### src/rtl/sevenseg_scan_if.sv
// Load handshake between a value producer and the seven-segment scanner.
// The master presents value/load_valid; the scanner (slave) answers with load_ready.
interface sevenseg_scan_if #(
    parameter int IN_W = 14
) ();
    logic            load_valid;
    logic            load_ready;
    logic [IN_W-1:0] value;

    modport master (output load_valid, output value, input load_ready);
    modport slave  (input load_valid, input value, output load_ready);
endinterface

### src/rtl/sevenseg_scan.sv
// Multiplexed seven-segment driver: serial double-dabble conversion plus digit scanning.
// Optional build macro SEVENSEG_BLANK_EN blanks leading zeros (least significant digit always shown).
//
// state  | meaning
// S_IDLE | load_ready high, waiting for a value
// S_CONV | shifting one input bit per cycle into the BCD accumulator
module sevenseg_scan #(
    parameter int N_DIGITS    = 4,
    parameter int IN_W        = 14,
    parameter int REFRESH_DIV = 5000
) (
    input  logic                clk,
    input  logic                rst_n,
    sevenseg_scan_if.slave      ld_if,
    output logic [6:0]          seg,
    output logic [N_DIGITS-1:0] digit_sel,
    output logic                overflow
);
    localparam int DW    = 4 * N_DIGITS;
    localparam int IDX_W = (N_DIGITS > 1) ? $clog2(N_DIGITS) : 1;
    localparam int RW    = $clog2(REFRESH_DIV);
    localparam int CW    = (IN_W > 1) ? $clog2(IN_W) : 1;

    function automatic logic [63:0] pow10(input int n);
        logic [63:0] p;
        p = 64'd1;
        for (int i = 0; i < n; i++) p = p * 64'd10;
        return p;
    endfunction

    localparam logic [63:0] MAX_VAL = pow10(N_DIGITS) - 64'd1;

    function automatic logic [6:0] seg_for(input logic [DW-1:0] d, input logic ovf,
                                           input logic [IDX_W-1:0] idx);
        logic [3:0] nib;
        logic [6:0] s;
        nib = d[4*(N_DIGITS-1-int'(idx)) +: 4];
        case (nib)
            4'd0:    s = 7'b0000001;
            4'd1:    s = 7'b1001111;
            4'd2:    s = 7'b0010010;
            4'd3:    s = 7'b0000110;
            4'd4:    s = 7'b1001100;
            4'd5:    s = 7'b0100100;
            4'd6:    s = 7'b0100000;
            4'd7:    s = 7'b0001111;
            4'd8:    s = 7'b0000000;
            4'd9:    s = 7'b0000100;
            default: s = 7'b1111111;
        endcase
`ifdef SEVENSEG_BLANK_EN
        begin
            logic lead_zero;
            lead_zero = 1'b1;
            for (int j = 0; j < N_DIGITS; j++) begin
                if (j <= int'(idx) && d[4*(N_DIGITS-1-j) +: 4] != 4'd0) lead_zero = 1'b0;
            end
            if (lead_zero && int'(idx) != N_DIGITS - 1) s = 7'b1111111;
        end
`endif
        if (ovf) s = 7'b1111110;
        return s;
    endfunction

    typedef enum logic {S_IDLE, S_CONV} state_t;

    state_t                state_q;
    logic [IN_W-1:0]       shift_q;
    logic [DW-1:0]         bcd_q, bcd_adj, bcd_step;
    logic [DW-1:0]         disp_q, disp_d;
    logic [CW-1:0]         bit_cnt_q;
    logic                  ovf_pend_q, ovf_q, ovf_d;
    logic [RW-1:0]         ref_cnt_q, ref_cnt_d;
    logic [IDX_W-1:0]      idx_q, idx_d;
    logic [6:0]            seg_q;
    logic [N_DIGITS-1:0]   sel_q;
    logic                  load_fire, conv_done, ref_wrap;

    assign ld_if.load_ready = (state_q == S_IDLE);
    assign load_fire        = ld_if.load_valid && (state_q == S_IDLE);
    assign conv_done        = (state_q == S_CONV) && (bit_cnt_q == '0);

    always_comb begin
        bcd_adj = bcd_q;
        for (int i = 0; i < N_DIGITS; i++) begin
            if (bcd_q[4*i +: 4] >= 4'd5) bcd_adj[4*i +: 4] = bcd_q[4*i +: 4] + 4'd3;
        end
        bcd_step = {bcd_adj[DW-2:0], shift_q[IN_W-1]};

        // Digits and overflow flag swap together only on the final conversion step.
        disp_d = conv_done ? bcd_step : disp_q;
        ovf_d  = conv_done ? ovf_pend_q : ovf_q;

        ref_wrap  = (ref_cnt_q == RW'(REFRESH_DIV - 1));
        ref_cnt_d = ref_wrap ? '0 : ref_cnt_q + 1'b1;
        idx_d     = idx_q;
        if (ref_wrap) idx_d = (idx_q == IDX_W'(N_DIGITS - 1)) ? '0 : idx_q + 1'b1;
    end

    always_ff @(posedge clk or negedge rst_n) begin
        if (!rst_n) begin
            state_q    <= S_IDLE;
            shift_q    <= '0;
            bcd_q      <= '0;
            bit_cnt_q  <= '0;
            ovf_pend_q <= 1'b0;
            disp_q     <= '0;
            ovf_q      <= 1'b0;
            ref_cnt_q  <= '0;
            idx_q      <= '0;
            seg_q      <= 7'b1111111;
            sel_q      <= N_DIGITS'(1);
        end else begin
            ref_cnt_q <= ref_cnt_d;
            idx_q     <= idx_d;
            disp_q    <= disp_d;
            ovf_q     <= ovf_d;
            // Select and segments come from the same next index, so they move on one edge.
            seg_q     <= seg_for(disp_d, ovf_d, idx_d);
            sel_q     <= N_DIGITS'(1) << idx_d;
            case (state_q)
                S_IDLE: begin
                    if (load_fire) begin
                        state_q    <= S_CONV;
                        shift_q    <= ld_if.value;
                        bcd_q      <= '0;
                        bit_cnt_q  <= CW'(IN_W - 1);
                        ovf_pend_q <= (64'(ld_if.value) > MAX_VAL);
                    end
                end
                S_CONV: begin
                    shift_q   <= shift_q << 1;
                    bcd_q     <= bcd_step;
                    bit_cnt_q <= bit_cnt_q - 1'b1;
                    if (bit_cnt_q == '0) state_q <= S_IDLE;
                end
                default: state_q <= S_IDLE;
            endcase
        end
    end

    assign seg       = seg_q;
    assign digit_sel = sel_q;
    assign overflow  = ovf_q;
endmodule

### src/flat_wrapper.sv
// flat-port wrapper written by rule: the top's interface ports become plain ports
module sevenseg_scan_flat 
#(
    parameter int N_DIGITS    = 4,
    parameter int IN_W        = 14,
    parameter int REFRESH_DIV = 5000
)
  (clk, rst_n, seg, digit_sel, overflow, ld_if_load_valid, ld_if_value, ld_if_load_ready);
  sevenseg_scan_if #(.IN_W(IN_W)) ld_if_i ();
  input  logic clk;
  input  logic rst_n;
  output logic [6:0] seg;
  output logic [N_DIGITS-1:0] digit_sel;
  output logic overflow;
  input wire logic [$bits(ld_if_i.load_valid)-1:0] ld_if_load_valid;
  input wire logic [$bits(ld_if_i.value)-1:0] ld_if_value;
  output wire logic [$bits(ld_if_i.load_ready)-1:0] ld_if_load_ready;
  assign ld_if_i.load_valid = ld_if_load_valid;
  assign ld_if_i.value = ld_if_value;
  assign ld_if_load_ready = ld_if_i.load_ready;
  sevenseg_scan #(.N_DIGITS(N_DIGITS), .IN_W(IN_W), .REFRESH_DIV(REFRESH_DIV)) u_core (.clk(clk), .rst_n(rst_n), .ld_if(ld_if_i), .seg(seg), .digit_sel(digit_sel), .overflow(overflow));
endmodule
### config.mk
export PLATFORM = sky130hd
export DESIGN_NAME = sevenseg_scan_flat
export DESIGN_NICKNAME = d
export VERILOG_FILES = /design/src/rtl/sevenseg_scan_if.sv /design/src/rtl/sevenseg_scan.sv /design/src/flat_wrapper.sv
export SDC_FILE = /design/constraint.sdc
export NUM_CORES = 1
export LEC_CHECK = 0
export ABC_CLOCK_PERIOD_IN_PS = 3360
export CAP_MARGIN = 40
export CORE_MARGIN = 5
export CORE_UTILIZATION = 50
export DETAILED_ROUTE_END_ITERATION = 10
export PLACE_DENSITY = 0.73
export REMOVE_ABC_BUFFERS = 1
export SYNTH_ARGS = -nofsm -noshare
export SYNTH_HDL_FRONTEND = slang
export SYNTH_SLANG_ARGS = --single-unit
export TNS_END_PERCENT = 5
### constraint.sdc
create_clock -name clk -period 3.36 [get_ports clk]
set_clock_uncertainty 0.15 [all_clocks]
set_input_delay 1.008 -clock clk [delete_from_list [all_inputs] [get_ports clk]]
set_output_delay 1.008 -clock clk [all_outputs]
set_load 0.005 [all_outputs]
Yosys cells after proc, flatten, opt, wreduce, memory -nomap -nowiden
Memory sizes are Yosys's and may differ from the RTL's. Index checks and enable logic that the tools add are counted.

Flip-flop bits (word level): 79. Memory bits (read-only): 112. Input bits: 17. Output and inout port bits: 13. Memories kept: 1.

Add/subtract/negate cells: 8. $lt $le $gt $ge: 5. Eq/ne operators: 3. Shift operators: 2. Muxes and demuxes: 19. Bitwise logic cells: 1. Reductions and logical operators: 4.

Memories: (name not given) (words 16, bits a word 7, rd ports 1, clocked after Yosys merged registers in 0, wr ports 0, RTL line sevenseg_scan.sv:38) `case (nib)`.

Operator list (number): two-way mux 16 bit (2); one-hot mux 16 bit (2 select lines) (1); variable part select 16 x 32 -> 4 bit (1); one-hot mux 14 bit (2 select lines) (1); >= comparator 4 x 3 -> 1 bit, second input constant (4); two-way mux 4 bit (4); greater-than comparator 14 bit, second input constant (1); two-way mux 14 bit (1); adder 13 x 1 -> 13 bit, second input constant (1); == test 13 bit, second input constant (1); two-way mux 13 bit (1); adder 4 x 2 -> 4 bit, second input constant (3); one-hot mux 4 bit (2 select lines) (1); two-way mux 7 bit (1); logical NOT 4 bit (1); two-way mux 2 bit (2); left shift 1 x 2 -> 4 bit, first input constant (1); subtractor 4 x 1 -> 4 bit, second input constant (1); adder 3 x 2 -> 3 bit, second input constant (1); two-way mux 1 bit (3); two-way mux 3 bit (1); subtractor 2 x 2 -> 3 bit, first input constant (1); adder 2 x 1 -> 2 bit, second input constant (1); == test 2 bit, second input constant (1); other kinds (5) (6).

Depth between registers and ports, before layout
Gate-level depths: netlist (run 1). An unclocked memory read counts as a cell.

Depth after elaboration: 7. Mapped depth: 14.

Least setup slack after synthesis (run 1)
OpenSTA, ideal clock, no wires.

Path kind: reg-to-reg. From: register u_core.ref_cnt_q[3]. To: register u_core.seg_q[0], in the netlist u_core.seg[0]. Setup time: 82 ps. Arrival: 3195 ps. Setup slack: -66 ps. Cell stages (with the launch flop): 12. Buffers on the path: 1. Period minus slack after synthesis: 3426 ps. Path through: dfrtp_1 > or4b_4 > nor3_4 > mux2i_1 > inv_2 > buf_6 > mux2_2 > a21oi_1 > inv_1 > ha_1 > nor2b_1 > o31a_1.

Word-level cells in the longest chain between the ends: 6.

Ends and longest elaborated chain: start: declaration (RTL line sevenseg_scan.sv:73) `logic [RW-1:0] ref_cnt_q, ref_cnt_d;`; start signal: assignment (RTL line sevenseg_scan.sv:114) `ref_cnt_q <= ref_cnt_d;`; == test 13 bit (RTL line sevenseg_scan.sv:94) `ref_wrap = (ref_cnt_q == RW'(REFRESH_DIV - 1));`; two-way mux 2 bit (RTL line sevenseg_scan.sv:97) `if (ref_wrap) idx_d = (idx_q == IDX_W'(N_DIGITS - 1)) ? '0 : idx_q + 1'b1;`; named net u_core.idx_d[0] (RTL line sevenseg_scan.sv:74) `logic [IDX_W-1:0] idx_q, idx_d;`; subtractor 2 x 2 -> 3 bit (RTL line sevenseg_scan.sv:37) `nib = d[4*(N_DIGITS-1-int'(idx)) +: 4];`; variable part select 16 x 32 -> 4 bit (RTL line sevenseg_scan.sv:37); memory (16 x 7 bit); two-way mux 7 bit (RTL line sevenseg_scan.sv:61) `if (ovf) s = 7'b1111110;`; end signal: assignment (RTL line sevenseg_scan.sv:119) `seg_q <= seg_for(disp_d, ovf_d, idx_d);`; end: declaration (RTL line sevenseg_scan.sv:75) `logic [6:0] seg_q;`.

The timed path passes the listed nets, and every way through them passes these cells. A chain may end at the register's enable or synchronous reset.

Worst setup path in the final report (run 1)
From: register u_core.ref_cnt_q[3]. To: register u_core.seg_q[5], in the netlist u_core.seg[5].

Word-level cells in the longest chain between the ends: 6.

Ends and longest elaborated chain (RTL line): == test 13 bit (sevenseg_scan.sv:94); two-way mux 2 bit (sevenseg_scan.sv:97); subtractor 2 x 2 -> 3 bit (sevenseg_scan.sv:37); variable part select 16 x 32 -> 4 bit (sevenseg_scan.sv:37); memory (16 x 7 bit); two-way mux 7 bit (sevenseg_scan.sv:61).

No other way between the ends.

==> results of run 1 <==
## cells in the final DEF, fill, tap and decap left out, types with 7 or more instances in the layout
cell type / n
ha_1: 19
buf_4: 17
mux2i_1: 23
inv_1: 23
xnor2_1: 9
nand2_1: 60
a21oi_1: 17
dfstp_2: 8
o31ai_1: 7
nand3_1: 8
clkbuf_8: 12
o21ai_0: 29
dfrtp_1: 71
clkdlybuf4s50_1: 28
nor2_1: 31
o22ai_1: 9
nor3_1: 10
## routing by layer
metal | vias up | global-route usage (%)
met3 | 10 | 3.86
met4 | 0 | 5.78
li1 | 1493 | -
met1 | 1434 | 22.1
met5 | - | 0
met2 | 53 | 28.9
## repair_timing
item	CTS	global route
buffers inserted	0	3
setup endpoints to repair	0	1
resized for setup	0	2
## final cells by class
cell class                      instances  share of cell area (%)
Clock buffer                           14                    3.66
Clock inverter                          2                   0.795
Inverter                               26                    2.07
Multi-Input combinational cell        284                    39.6
Sequential cell                        79                    42.1
Tap cell                              102                    2.70
Timing Repair Buffer                   46                    9.06
## cells by family (layout without fill, tap and decap cells)
logic type / Yosys count / after routing / share of synthesized area [%]
buffers and inverters: 45 / 88 / 4.42
XOR/XNOR: 12 / 12 / 2.61
multiplexers: 29 / 29 / 8.00
adder cells (fa/ha/maj): 19 / 19 / 5.91
AND/OR/NAND/NOR: 136 / 136 / 16.1
flip-flops: 79 / 79 / 49.4
AO/OA/AOI/OAI: 88 / 88 / 13.6
## flip-flops by register name, summed over array words and instances (netlist names)
register and count:
u_core.bcd_q 16, u_core.disp_q 16, u_core.shift_q 14, u_core.ref_cnt_q 13, u_core.seg 7, u_core.bit_cnt_q 4
u_core.digit_sel 4, u_core.idx_q 2, u_core.overflow 1, u_core.ovf_pend_q 1, u_core.state_q 1
## tightest hold or removal path, delay by kind of cell (launching register included)
kind             cells  cell delay (ns)
AND/OR/NAND/NOR      2             0.13
flip-flops           1             0.32
## power breakdown
part           switching (mW)  internal [mW]  total [mW]
Clock                   0.325          0.405       0.730
Combinational           0.941          0.798        1.74
Sequential              0.225           1.31        1.54
Total                    1.49           2.52        4.01
## final timing paths
kind                                       endpoint
worst max-delay path                  u_core.seg[5]
worst min register to register     u_core.disp_q[0]
worst min-delay path               u_core.disp_q[0]
min in group asynchronous       u_core.ref_cnt_q[1]
max in group asynchronous          u_core.bcd_q[13]
worst max register to register        u_core.seg[5]
## cell usage after synthesis, types with 3 or more instances
library cell,number,share of area [%]
a31oi_1,6,0.93
and3_1,4,0.62
ha_1,19,5.9
a21oi_1,17,2.1
nand2_1,60,5.6
o31ai_1,8,1.5
nor2b_1,5,0.78
xor2_1,3,0.65
a31o_2,5,1.1
xnor2_1,9,2.0
nand3_1,8,1.0
clkbuf_1,16,1.5
a211oi_1,6,1.1
o21ai_0,29,3.6
dfrtp_1,71,44
nand2b_1,4,0.62
nor3_1,10,1.2
o22ai_1,9,1.4
inv_1,23,2.1
dfstp_2,8,5.2
mux2i_1,24,6.0
nor2_1,31,2.9
## through the flow
stage | worst slack [ns] | util (%) | hold slack, ns
finish | 0.195 | 60.8 | 0.327
CTS | 0.122 | 60.4 | 0.330
global route | -0.000615 | 60.8 | 0.377
detailed placement | 0.195 | 57.7 | 0.310
floorplan | -0.536 | - | 0.289
global placement | 0.301 | 57.7 | 0.306
==> metrics.yaml, run 1 <==
floorplan:
  ios: 30
  initial_core_util_pct: 51.8
  die_w_um: 99.7
  num_rows: 32
  core_area_sq_um: 7770
  die_area_sq_um: 9940
  die_h_um: 99.7
global_route:
  grt_usage_pct: 17.3
  grt_antenna_before_repair: 0
  grt_pass1_wl_mm: 13.8
  grt_max_degree: 47
  grt_pass1_vias: 3019
  overflow: 0
hold_path:
  worstHoldPathCells: 2
  worstHoldStart: "u_core.disp_q[0]"
  min_path_type: "reg2reg"
layout:
  drive_gt1_share_pct: 13.1
  final-instance-count-excl-fill: 553
  seq_area_sq_um: 1990
  design_area_sq_um: 4720
  multi_input_area_sq_um: 1870
  syn_to_final_growth_pct: 17.4
  nets: 482
  antenna_cells: 0
  fillers: 668
placed_design:
  routabilityCongestion: 0.852
  dp_hpwl_mm: 5.65
  dp_cells: 534
  portBuffers: 29
  dpl_cell_area_sq_um: 4480
timing:
  setup_viol: 0
  drv_slew: 0
  fin_crit_sh_pct: 94.2
  hold_viol: 0
  fin_tns_setup_ns: 0
  relSlewSlack_pct: 60.3
  worstMarginPinSlew_ns: 0.593
  post-route-min-period_ns: 3.17
  fmax_mhz: 316
clocking:
  clockRootBuffer: "clkbuf_8"
  clk_latency_ns: 0.35
  clockBufferDepth: 2
  holdBufCountCts: 0
  clk_pin_slew_ns: 0.08
  clock-sinks: 79
  htree_levels: 3
  cts_buffers: 9
  cts_tree: "yes"
routing:
  totalWireLength_mm: 7.89
  via_per_inst: 5.41
  drt_iter0_markers: 136
  route.detailed.drc: 0
  wl_per_cell_um: 14.3
  dr_wl_met3_um: 288
  vias: 2990
  antenna_left: 0
  dr.max_layer_used: "met4"
  wl_met1_mm: 3.65
  wl_met2_mm: 3.84
  firstDrtPassIters: 4
power_and_ir_drop:
  ir_worst_vdd_v: 0.000450
  power_mw: 4.01
  p_per_area_nw_per_um2: 849
  p_leak_nw: 2.12
worst_setup_path:
  worst_path_most_repeated_cell: "inv_1"
  slowest_stage: "or4b_4"
  r2r_cells: 11
  max_stage_delay_ns: 0.56
  end_kind: "flop"
  crit_type: "reg2reg"
  critPathLaunchType: "flop"
  cp_num_buf_inv: 3
  r2r_setup_slack_ns: 0.19
  required_ns: 3.47
  crit_family: "simple AND/OR/NAND/NOR gates"
  cp.arrival_ns: 3.28
  crit_path_start: "u_core.ref_cnt_q[3]"
  path_depth: 11
  critPathMaxFanout: 11
  path_cells: "or4b_4 > nor3_4 > mux2i_2 > inv_2 > mux2i_1 > mux2i_4 > inv_1 > ha_1 > inv_1 > o21ba_2 > o21ai_0"
  r2r-start: "u_core.ref_cnt_q[3]"
logic_synthesis:
  synth_warnings: 0
  synth_cells: 408
  syn_area_sq_um: 4020
  syn_avg_cell_area_sq_um: 9.86
  synth-main-ff-cell: "dfrtp_1"
  async_reset_ff_share_pct: 100
  ys_ff_latch: 79
  yosysUniqueCellTypes: 50
  ys_seq_area_share_pct: 49.4
  synth_enable_flop_cells: 0
status:
  status: "finished, final reports clean"
flow_run:
  cap_viol_max_count: 0
Power figures use the tool's default switching activity.
==> run 2: changes to the inputs <==
- CORE_MARGIN: 5 -> 2
- CORE_UTILIZATION: 50 -> 35
- PLACE_DENSITY: 0.73 -> 0.54
- SLEW_MARGIN: unset -> 40
==> metrics.yaml, run 2 (same netlist as run 1, synthesis figures left out) <==
worst_setup_path:
  crit_type: "reg2reg"
  critPathMaxFanout: 8
  r2r-start: "u_core.ref_cnt_q[5]"
  cp.arrival_ns: 3.32
  crit_path_start: "u_core.ref_cnt_q[5]"
  rr_endpoint: "u_core.seg[0]"
  r2r_cells: 10
  required_ns: 3.48
  critPathLaunchType: "flop"
  end_kind: "flop"
  crit_end: "u_core.seg[0]"
  r2r_setup_slack_ns: 0.15
placed_design:
  routabilityCongestion: 0.806
  dp_cells: 578
  dp_hpwl_mm: 5.73
  portBuffers: 29
  dp_slack_ns: 0.189
  dpl_cell_area_sq_um: 4550
timing:
  post-route-min-period_ns: 3.21
  holdWs_ns: 0.332
  fmax_mhz: 312
  fin_crit_sh_pct: 95.5
  hold_viol: 0
  setup_ws_ns: 0.153
  drv_slew: 0
  setup_viol: 0
  relSlewSlack_pct: 68.2
  worstMarginPinSlew_ns: 0.477
  fin_tns_setup_ns: 0
layout:
  final_cell_mix: "dfrtp_1, nand2_1, nor2_1, o21ai_0, clkdlybuf4s50_1"
  final-instance-count-excl-fill: 596
  layout_commonest_cell: "dfrtp_1"
  post-route-util_pct: 42.8
  drive_gt1_share_pct: 13.5
  antenna_cells: 0
  nets: 484
  design_area_sq_um: 4850
  top_regs: "u_core.bcd_q x16, u_core.disp_q x16, u_core.shift_q x14"
  syn_to_final_growth_pct: 20.6
global_route:
  gr-usage-met2_pct: 22.7
  grt_max_degree: 46
  overflow: 0
  top_usage_layer: "met2"
  grt_pass1_wl_mm: 14.1
  met1_usage_pct: 18.1
  grt_antenna_before_repair: 0
  gr-usage-met3_pct: 3.77
  grt_pass1_vias: 3027
  grt_usage_pct: 14.0
power_and_ir_drop:
  ir_worst_vdd_v: 0.000371
  p_leak_nw: 2.17
  p_per_area_nw_per_um2: 856
  power_mw: 4.15
routing:
  wl_per_cell_um: 13.7
  antenna_left: 0
  via_per_inst: 4.98
  drt_iter0_markers: 164
  totalWireLength_mm: 8.19
  firstDrtPassIters: 4
  vias: 2968
  route.detailed.drc: 0
floorplan:
  num_rows: 39
  die_area_sq_um: 12400
  die_h_um: 111
  core_area_sq_um: 11300
  die_w_um: 111
  ios: 30
  initial_core_util_pct: 35.5
clocking:
  holdBufCountCts: 0
  clk_pin_slew_ns: 0.06
  htree_levels: 3
  cts_buffers: 9
  clk_latency_ns: 0.34
  clockRootBuffer: "clkbuf_16"
  cts_tree: "yes"
  clockBufferDepth: 2
  clock-sinks: 79
flow_run:
  cap_viol_max_count: 0
hold_path:
  min_path_type: "reg2reg"
status:
  status: "finished, final reports clean"
run 2: power by group:
group	total [mW]	switching, mW	internal [mW]
Sequential	1.55	0.229	1.32
Clock	0.905	0.370	0.535
Combinational	1.70	0.907	0.795
Total	4.15	1.51	2.65
run 2: final cells by class:
class	instances	area [sq um]
flip-flops and latches	79	1990
well taps	143	179
fillers	1150	6470
repair buffers	48	443
multi-input cells	284	1870
clock inverters	4	20.0
clock buffers	12	256
inverters	26	97.6
run 2: what timing repair did:
item	CTS	global route
resized for setup	0	1
endpoints found under the setup margin	0	1
buffers inserted	0	2
run 2: worst min-delay path by stage:
stage / cells past startpoint / end / from
2_1_floorplan: 2 / u_core.disp_q[0] / u_core.disp_q[0]
3_3_place_gp: 2 / u_core.disp_q[0] / u_core.disp_q[0]
3_5_place_dp: 2 / u_core.disp_q[0] / u_core.disp_q[0]
4_1_cts: 2 / u_core.bcd_q[13] / u_core.bcd_q[13]
5_1_grt: 2 / u_core.disp_q[5] / u_core.disp_q[5]
6_report: 2 / u_core.disp_q[0] / u_core.disp_q[0]
run 2: worst max-delay path, cell delays in order (launching register included):
cell and delay [ns]:
dfrtp_1 0.41, or4b_1 0.58, nor3_4 0.30, buf_4 0.17, mux2i_2 0.19, buf_4 0.21, clkinv_1 0.15, a211o_1 0.27
nor2b_1 0.21, and2_1 0.20, o31a_1 0.29
run 2: metal layers:
layer | part of all wire, % | vias up
met3 | 3.2 | 12
li1 | - | 1492
met4 | 1.5 | 0
met2 | 47 | 42
met5 | 0 | -
met1 | 49 | 1422
==> run 3: changes to the inputs <==
- PLACE_DENSITY: 0.54 -> 0.5
- SKIP_CTS_REPAIR_TIMING: unset -> 1
==> metrics.yaml, run 3 (same netlist as run 1, synthesis figures left out) <==
power_and_ir_drop:
  ir_worst_vdd_v: 0.000360
  switching_share_pct: 35.2
  p_leak_nw: 2.18
  power_mw: 4.31
  p_sw_mw: 1.52
  p_comb_share_pct: 39.4
  p_per_area_nw_per_um2: 882
  clock_power_share_pct: 24.8
  internal_power_mw: 2.79
  power_frac_seq_pct: 35.8
worst_setup_path:
  r2r_setup_slack_ns: 0.17
  required_ns: 3.47
  critPathMaxFanout: 11
  end_kind: "flop"
  critPathLaunchType: "flop"
  crit_type: "reg2reg"
  r2r-start: "u_core.ref_cnt_q[3]"
  r2r_cells: 11
  rr_endpoint: "u_core.seg[5]"
  cp.arrival_ns: 3.30
layout:
  antenna_cells: 0
  post-route-util_pct: 43.1
  drive_gt1_share_pct: 13.1
  layout_commonest_cell: "dfrtp_1"
  design_area_sq_um: 4880
  final_cell_mix: "dfrtp_1, nand2_1, nor2_1, o21ai_0, clkdlybuf4s50_1"
  top_regs: "u_core.bcd_q x16, u_core.disp_q x16, u_core.shift_q x14"
  nets: 481
  fillers: 1102
  syn_to_final_growth_pct: 21.4
timing:
  drv_slew: 0
  setup_viol: 0
  fin_crit_sh_pct: 95.0
  hold_viol: 0
  fmax_mhz: 313
  rsz0062_at_grt: "true"
  post-route-min-period_ns: 3.19
  relSlewSlack_pct: 70.5
  worstMarginPinSlew_ns: 0.439
floorplan:
  num_rows: 39
  die_h_um: 111
  die_w_um: 111
  core_area_sq_um: 11300
  initial_core_util_pct: 35.5
  ios: 30
  die_area_sq_um: 12400
routing:
  drt_iter0_markers: 155
  totalWireLength_mm: 8.25
  antenna_left: 0
  route.detailed.drc: 0
  via_per_inst: 4.97
  vias: 2950
  firstDrtPassIters: 6
  wl_per_cell_um: 13.9
clocking:
  cts_buffers: 9
  clock-sinks: 79
  htree_levels: 3
  cts_tree: "yes"
  clockRootBuffer: "clkbuf_16"
  clk_pin_slew_ns: 0.06
  clk_latency_ns: 0.34
  clockBufferDepth: 2
global_route:
  grt_usage_pct: 14.0
  grt_max_degree: 38
  grt_pass1_wl_mm: 14.0
  overflow: 0
  grt_pass1_vias: 2911
  grt_antenna_before_repair: 0
hold_path:
  min_path_type: "reg2reg"
  worstHoldPathCells: 2
  holdPathEnd: "u_core.disp_q[0]"
  worstHoldStart: "u_core.disp_q[0]"
flow_run:
  cap_viol_max_count: 0
placed_design:
  portBuffers: 29
  routabilityCongestion: 0.813
  dpl_cell_area_sq_um: 4550
  dp_hpwl_mm: 5.88
status:
  status: "finished, final reports clean"
[run 3: per-layer routing]
metal / track usage [%] / share of wire, % / up-vias
met5: 0 / 0 / -
met4: 3.70 / 1.2 / 0
met3: 3.61 / 3.7 / 8
met2: 22.6 / 46 / 58
met1: 18.9 / 50 / 1401
li1: - / - / 1483
[run 3: area by class of cell]
class	instances	area (sq um)	area share (%)
Clock buffer	13	260	5.33
Clock inverter	3	65.1	1.33
Inverter	26	97.6	2.00
Multi-Input combinational cell	284	1870	38.4
Sequential cell	79	1990	40.7
Tap cell	143	179	3.66
Timing Repair Buffer	45	420	8.61
[run 3: metrics by stage]
| stage | hold WS [ns] | setup slack [ns] | std cells | setup TNS [ns] |
|---|---|---|---|---|
| finish | 0.330 | 0.168 | 593 | 0 |
| global route | 0.353 | -0.0188 | 593 | -0.0188 |
| CTS | 0.331 | 0.162 | 593 | 0 |
| detailed placement | 0.317 | 0.177 | 577 | 0 |
| global placement | 0.309 | 0.209 | 577 | 0 |
| floorplan | 0.289 | -0.536 | 389 | -3.00 |
[run 3: how the worst max path moves through the flow]
stage	start	end	slack, ns	cells past startpoint
5_1_grt	u_core.ref_cnt_q[3]	u_core.seg[5]	-0.02	11
3_3_place_gp	u_core.ref_cnt_q[3]	u_core.seg[2]	0.21	9
3_5_place_dp	u_core.ref_cnt_q[3]	u_core.seg[2]	0.18	9
6_report	u_core.ref_cnt_q[3]	u_core.seg[5]	0.17	11
4_1_cts	u_core.ref_cnt_q[3]	u_core.seg[2]	0.16	9
2_1_floorplan	u_core.state_q	u_core.seg[0]	-0.54	9
[run 3: power by group through the flow]
stage | combinational (mW) | sequential [mW] | clock (mW)
CTS | 1.71 | 1.54 | 1.09
global placement | 1.68 | 1.55 | 0
detailed placement | 1.70 | 1.56 | 0
finish | 1.70 | 1.54 | 1.07
global route | 1.92 | 1.59 | 1.13
floorplan | 1.19 | 1.53 | 0
[run 3: critical path, stage by stage (launching register included)]
cell,delay (ns)
dfrtp_1,0.41
or4b_4,0.56
nor3_4,0.30
mux2i_2,0.29
inv_2,0.15
mux2i_1,0.19
mux2i_4,0.25
inv_1,0.13
ha_1,0.29
inv_1,0.05
o21ba_2,0.20
o21ai_0,0.15
